### config.mk
export PLATFORM = sky130hd
export DESIGN_NAME = song_replayer_flat
export DESIGN_NICKNAME = d
export VERILOG_FILES = /design/src/rtl/song_replayer_if.sv /design/src/rtl/song_replayer.sv /design/src/flat_wrapper.sv
export SDC_FILE = /design/constraint.sdc
export NUM_CORES = 1
export LEC_CHECK = 0
export BUFFER_PORTS_ARGS = -buffer_cell sky130_fd_sc_hd__buf_4
export CORE_AREA = 2 2 127 129
export DETAILED_ROUTE_END_ITERATION = 6
export DIE_AREA = 0 0 129 131
export GPL_ROUTABILITY_DRIVEN = 0
export SLEW_MARGIN = 10
export SYNTH_ARGS = -nofsm -noshare
export SYNTH_HDL_FRONTEND = slang
export SYNTH_SLANG_ARGS = --single-unit
### constraint.sdc
create_clock -name clock -period 4.1 [get_ports clock]
set_clock_uncertainty 0.15 [all_clocks]
set_input_delay 0.41 -clock clock [delete_from_list [all_inputs] [get_ports clock]]
set_output_delay 0.41 -clock clock [all_outputs]
set_load 0.02 [all_outputs]
### src/rtl/song_replayer_if.sv
// Purpose: bundles the song_replayer control, RAM read port and key/status
// outputs so the engine and its surroundings connect through one port.
//   start/stop/tick  control pulses into the engine
//   song_len         number of valid entries in song memory
//   rd_addr/rd_data  synchronous RAM read port (data one cycle after address)
//   key_out          one-hot {do,re,mi} key lines, 000 = silent
//   busy/done        playback status
//   play_time        ticks elapsed since the accepted start
// master = system/RAM side, slave = playback engine.
interface song_replayer_if #(
  parameter int unsigned ADDR_W = 13,
  parameter int unsigned TIME_W = 13
);
  localparam int unsigned DATA_W = 2 + 2 * TIME_W;

  logic              start;
  logic              stop;
  logic              tick;
  logic [ADDR_W-1:0] song_len;
  logic [ADDR_W-1:0] rd_addr;
  logic [DATA_W-1:0] rd_data;
  logic [2:0]        key_out;
  logic              busy;
  logic              done;
  logic [TIME_W-1:0] play_time;

  modport master (
    output start, stop, tick, song_len, rd_data,
    input  rd_addr, key_out, busy, done, play_time
  );

  modport slave (
    input  start, stop, tick, song_len, rd_data,
    output rd_addr, key_out, busy, done, play_time
  );
endinterface

### src/rtl/song_replayer.sv
// Purpose: playback engine for recorded song memory. Walks entries
// {key[1:0], start_time, duration} from a sync RAM and drives the one-hot
// key lines at the recorded tick times for the recorded durations.
// Ports:
//   clock  system clock
//   reset  asynchronous, active-high
//   bus    song_replayer_if.slave: control pulses, RAM read port, key/status
module song_replayer #(
  parameter int unsigned ADDR_W = 13,
  parameter int unsigned TIME_W = 13
) (
  input  logic           clock,
  input  logic           reset,
  song_replayer_if.slave bus
);

  localparam logic [TIME_W-1:0] TIME_MAX = {TIME_W{1'b1}};

  typedef enum logic [2:0] {
    S_IDLE, S_ADDR, S_DATA, S_WAIT_START, S_PLAY, S_NEXT, S_DONE
  } state_e;

  typedef struct packed {
    logic [1:0]        key;
    logic [TIME_W-1:0] start_time;
    logic [TIME_W-1:0] duration;
  } entry_t;

  state_e            state_q, state_d;
  logic [ADDR_W-1:0] rd_addr_q, rd_addr_d;
  logic [2:0]        key_out_q, key_out_d;
  logic              busy_q, busy_d;
  logic              done_q, done_d;
  logic [TIME_W-1:0] play_time_q, play_time_d;
  logic [TIME_W-1:0] remaining_q, remaining_d;
  entry_t            entry_q, entry_d;
  entry_t            rd_entry;

  assign rd_entry = bus.rd_data;

  // State and datapath registers
  always_ff @(posedge clock or posedge reset) begin
    if (reset) begin
      state_q     <= S_IDLE;
      rd_addr_q   <= '0;
      key_out_q   <= '0;
      busy_q      <= 1'b0;
      done_q      <= 1'b0;
      play_time_q <= '0;
      remaining_q <= '0;
      entry_q     <= '0;
    end else begin
      state_q     <= state_d;
      rd_addr_q   <= rd_addr_d;
      key_out_q   <= key_out_d;
      busy_q      <= busy_d;
      done_q      <= done_d;
      play_time_q <= play_time_d;
      remaining_q <= remaining_d;
      entry_q     <= entry_d;
    end
  end

  // Next-state and output logic
  always_comb begin
    state_d     = state_q;
    rd_addr_d   = rd_addr_q;
    key_out_d   = key_out_q;
    busy_d      = busy_q;
    done_d      = 1'b0;
    remaining_d = remaining_q;
    entry_d     = entry_q;
    play_time_d = play_time_q;

    // Tick counting is independent of the state, so ticks on transitions count
    if (bus.tick && busy_q && (play_time_q != TIME_MAX)) begin
      play_time_d = play_time_q + TIME_W'(1);
    end

    case (state_q)
      S_IDLE: begin
        if (bus.start && !bus.stop) begin
          play_time_d = '0;
          if (bus.song_len != '0) begin
            state_d   = S_ADDR;
            rd_addr_d = '0;
            busy_d    = 1'b1;
          end else begin
            state_d = S_DONE;
            done_d  = 1'b1;
          end
        end
      end
      S_ADDR: state_d = S_DATA;
      S_DATA: begin
        entry_d = rd_entry;
        if ((rd_entry.key == 2'd0) || (rd_entry.duration == '0)) begin
          state_d = S_NEXT;
        end else begin
          state_d = S_WAIT_START;
        end
      end
      S_WAIT_START: begin
        // Late entries (start already passed) fall straight through
        if (play_time_q >= entry_q.start_time) begin
          state_d     = S_PLAY;
          remaining_d = entry_q.duration;
          case (entry_q.key)
            2'd1:    key_out_d = 3'b100;
            2'd2:    key_out_d = 3'b010;
            2'd3:    key_out_d = 3'b001;
            default: key_out_d = 3'b000;
          endcase
        end
      end
      S_PLAY: begin
        if (bus.tick) begin
          if (remaining_q == TIME_W'(1)) begin
            key_out_d = '0;
            state_d   = S_NEXT;
          end else begin
            remaining_d = remaining_q - TIME_W'(1);
          end
        end
      end
      S_NEXT: begin
        if (rd_addr_q == (bus.song_len - ADDR_W'(1))) begin
          state_d = S_DONE;
          done_d  = 1'b1;
        end else begin
          rd_addr_d = rd_addr_q + ADDR_W'(1);
          state_d   = S_ADDR;
        end
      end
      S_DONE: begin
        busy_d    = 1'b0;
        key_out_d = '0;
        state_d   = S_IDLE;
      end
      default: state_d = S_IDLE;
    endcase

    // Abort overrides everything, including a coincident start
    if (bus.stop && (state_q != S_IDLE)) begin
      state_d   = S_IDLE;
      key_out_d = '0;
      busy_d    = 1'b0;
      done_d    = 1'b0;
    end
  end

  assign bus.rd_addr   = rd_addr_q;
  assign bus.key_out   = key_out_q;
  assign bus.busy      = busy_q;
  assign bus.done      = done_q;
  assign bus.play_time = play_time_q;

endmodule
### src/flat_wrapper.sv
// flat-port wrapper written by rule: the top's interface ports become plain ports
module song_replayer_flat 
#(
  parameter int unsigned ADDR_W = 13,
  parameter int unsigned TIME_W = 13
)
  (clock, reset, bus_start, bus_stop, bus_tick, bus_song_len, bus_rd_data, bus_rd_addr, bus_key_out, bus_busy, bus_done, bus_play_time);
  song_replayer_if #(.ADDR_W(ADDR_W), .TIME_W(TIME_W)) bus_i ();
  input  logic clock;
  input  logic reset;
  input wire logic [$bits(bus_i.start)-1:0] bus_start;
  input wire logic [$bits(bus_i.stop)-1:0] bus_stop;
  input wire logic [$bits(bus_i.tick)-1:0] bus_tick;
  input wire logic [$bits(bus_i.song_len)-1:0] bus_song_len;
  input wire logic [$bits(bus_i.rd_data)-1:0] bus_rd_data;
  output wire logic [$bits(bus_i.rd_addr)-1:0] bus_rd_addr;
  output wire logic [$bits(bus_i.key_out)-1:0] bus_key_out;
  output wire logic [$bits(bus_i.busy)-1:0] bus_busy;
  output wire logic [$bits(bus_i.done)-1:0] bus_done;
  output wire logic [$bits(bus_i.play_time)-1:0] bus_play_time;
  assign bus_i.start = bus_start;
  assign bus_i.stop = bus_stop;
  assign bus_i.tick = bus_tick;
  assign bus_i.song_len = bus_song_len;
  assign bus_i.rd_data = bus_rd_data;
  assign bus_rd_addr = bus_i.rd_addr;
  assign bus_key_out = bus_i.key_out;
  assign bus_busy = bus_i.busy;
  assign bus_done = bus_i.done;
  assign bus_play_time = bus_i.play_time;
  song_replayer #(.ADDR_W(ADDR_W), .TIME_W(TIME_W)) u_core (.clock(clock), .reset(reset), .bus(bus_i));
endmodule
==> metrics.txt <==
highest metal used met4; total die area 0.01690 sq mm; gr usage total 13.86%; cell family with the largest share of critical-path delay simple AND/OR/NAND/NOR gates; RSZ-0062 raised after global routing false; fillcell total 1586; Area after DPL 0.005368 sq mm; first-pass GRT wire length 18890 microns; Residual DRC 0; share of cells above drive strength 1 22.78%; CTS root buf clkbuf_16; chip width 129 microns; pwr dens 548.2 mW/mm^2; CTS Buf Count 9; Fin. Hold Viols 0; Max-slew headroom 31.67%; FF+latch area 0.001877 sq mm; Inst Count DP 775; pre-CTS setup slack 736.2 ps; Syn Area/Cell 9.157 sq um; Synth Area in Adders 4.929%; post-synth cell types 66; post-CTS setup buffer count 0; largest net degree at the start of global routing 30; Clock Latency Late Sink 330 ps; worst slew pin tran 1024 ps; post-synthesis compound-gate area fraction 15.33%; crit path max-delay cell type nor3b_2; Setup Total Neg Slack 0 ps; Peak Freq 298.1 MHz; WL per Instance 14.39 microns; CP peak stage delay 780 ps; largest family of logic cells by synthesized area simple AND/OR/NAND/NOR gates; worst min path class in -> async; Post-DRT Antenna Nets 0; commonest non-fill, non-tap cell in the layout buf_4; Initial DRC Count 194; Final Max Slew Viols 0; XOR/XNOR share of the synthesized area 4.792%; Rows 46; 1st-pass router iterations 4; CP arrival 3430 ps; Simple-Gate Fraction of Synth Area 21.80%; clock transition at the registers of the reported paths 60 ps; P_leak 2.597 nW; clk buf depth 2; GRT overflow 0; fin nets 634; Syn Inst Count 499; crit-path max FO 21; antenna violations before repair 0; Area growth syn-to-layout 23.74%; CP startpoint kind register; TritonCTS clock tree done; worst reg2reg startpoint u_core.state_q[1]$_DFFE_PP0P_; most used flip-flop cell after synthesis dfrtp_1; EDFF count, synth 0; CP startpoint u_core.state_q[1]$_DFFE_PP0P_; fin crit share 81.81%; minimum clock period 3354 ps; VDD IR max 0.0002791 V; design area 0.005654 sq mm; port bufs 76; cts repair resizes 0; Bufs and invs on worst path 0; # diodes 0; Ys Warns 0; Crit Path Class reg -> reg; maxcap violations 0; metal2 WL 5275 microns; Vias 3943; Yosys reg bits 75; final worst-path setup slack 745.6 ps; Routed WL 11380 microns; CTS sink count 75; Initial Util 29.30%; critical-path cell list nor2_1 -> nand2_1 -> nor3b_2 -> nand2b_1 -> nor3b_1 -> a41o_1 -> a31o_1; via-per-instance ratio 4.985; H-tree depth 3; dpl hpwl 8536 microns; number of hold buffers added after cts 0; mux cell area share after synthesis 7.338%; endpoints failing setup 0; status finished, final reports clean; Synth Net Count 563; WP data required 4170 ps; vias in the first global route 3820; # IOs 77; area of the multi-input gates 0.002489 sq mm; Seq/Total Area, Yosys 41.07%; Post-Layout Cell Count 791; Synth Cell Area 0.004569 sq mm; wl on met1 5477 microns; FFs w/ async S/R, synth 100.0%; Die Span Y 131 microns; Core Region 0.01560 sq mm; crit end category register; met3 wire length 522 microns; most frequent cells in the layout 83 x buf_4, 75 x dfrtp_1, 55 x nand2_1
[cell usage after synthesis (13+ instances only)]
cell type	number	share of area [%]
a21oi_1	29	3.2
clkbuf_1	16	1.3
dfrtp_1	75	41
ha_1	18	4.9
inv_1	28	2.3
mux2_2	20	4.9
nand2_1	55	4.5
nand3_1	17	1.9
nand4_1	13	1.8
nor2_1	40	3.3
o21ai_0	29	3.2
xnor2_1	13	2.5
[layout make-up]
| class | instances | area share (%) |
|---|---|---|
| inverter | 29 | 1.925 |
| multi-input combinational | 372 | 44.01 |
| sequential | 75 | 33.19 |
| timing repair buffer | 83 | 11.02 |
| tap | 216 | 4.780 |
| clock inverter | 6 | 0.8409 |
| clock buffer | 10 | 4.227 |
[registers in the layout, indices dropped and copies added, names as in the netlist]
register and cells:
u_core.remaining_q 13, u_core.bus.done 1, u_core.bus.key_out 3, u_core.state_q 3
u_core.entry_q 28, u_core.bus.rd_addr 13, u_core.bus.busy 1, u_core.bus.play_time 13
[worst paths after layout]
path | endpoint | slack (ps) | cells past startpoint
min in group clock | u_core.entry_q[19]$_DFFE_PP0N_ | 140 | 3
min reg2reg | u_core.entry_q[10]$_DFFE_PP0N_ | 360 | 1
max reg2reg | u_core.bus.rd_addr[0]$_DFFE_PP0P_ | 750 | 7
max | u_core.bus.rd_addr[0]$_DFFE_PP0P_ | 750 | 7
min | u_core.entry_q[16]$_DFFE_PP0N_ | 20 | 2
max in group asynchronous | u_core.bus.rd_addr[5]$_DFFE_PP0P_ | 3000 | 3
[worst register-to-register path, stage by stage, from the launching register on]
cell      delay, ps
dfrtp_1         550
nor2_1          300
nand2_1         150
nor3b_2         780
nand2b_1        620
nor3b_1         320
a41o_1          210
a31o_1          170
[cells by family after synthesis]
kind of cell               count (synthesis)
and+or+nand+nor                          191
AOI/OAI and AO/OA                        107
DFF                                       75
buffers and inverters                     52
muxes                                     31
xor gates and xnor gates                  25
adders and majority gates                 18
[report_power, final]
part,internal (mW),switching (mW)
registers,0.999,0.220
clock network,0.431,0.317
logic,0.521,0.611
[routing by layer]
metal	vias to the layer above	global-route usage, %
met4	0	3.517
met3	8	2.891
met5	-	0
li1	1921	-
met2	98	22.63
met1	1916	18.86
[stage by stage]
step	util (%)	hold WS (ps)	power, mW
floorplan	-	314.3	2.014
global placement	34.41	330.1	2.309
detailed placement	34.41	343.5	2.362
CTS	36.25	29.28	3.129
global route	36.25	68.74	3.340
finish	36.25	20.37	3.099
Power figures use the tool's default switching activity.
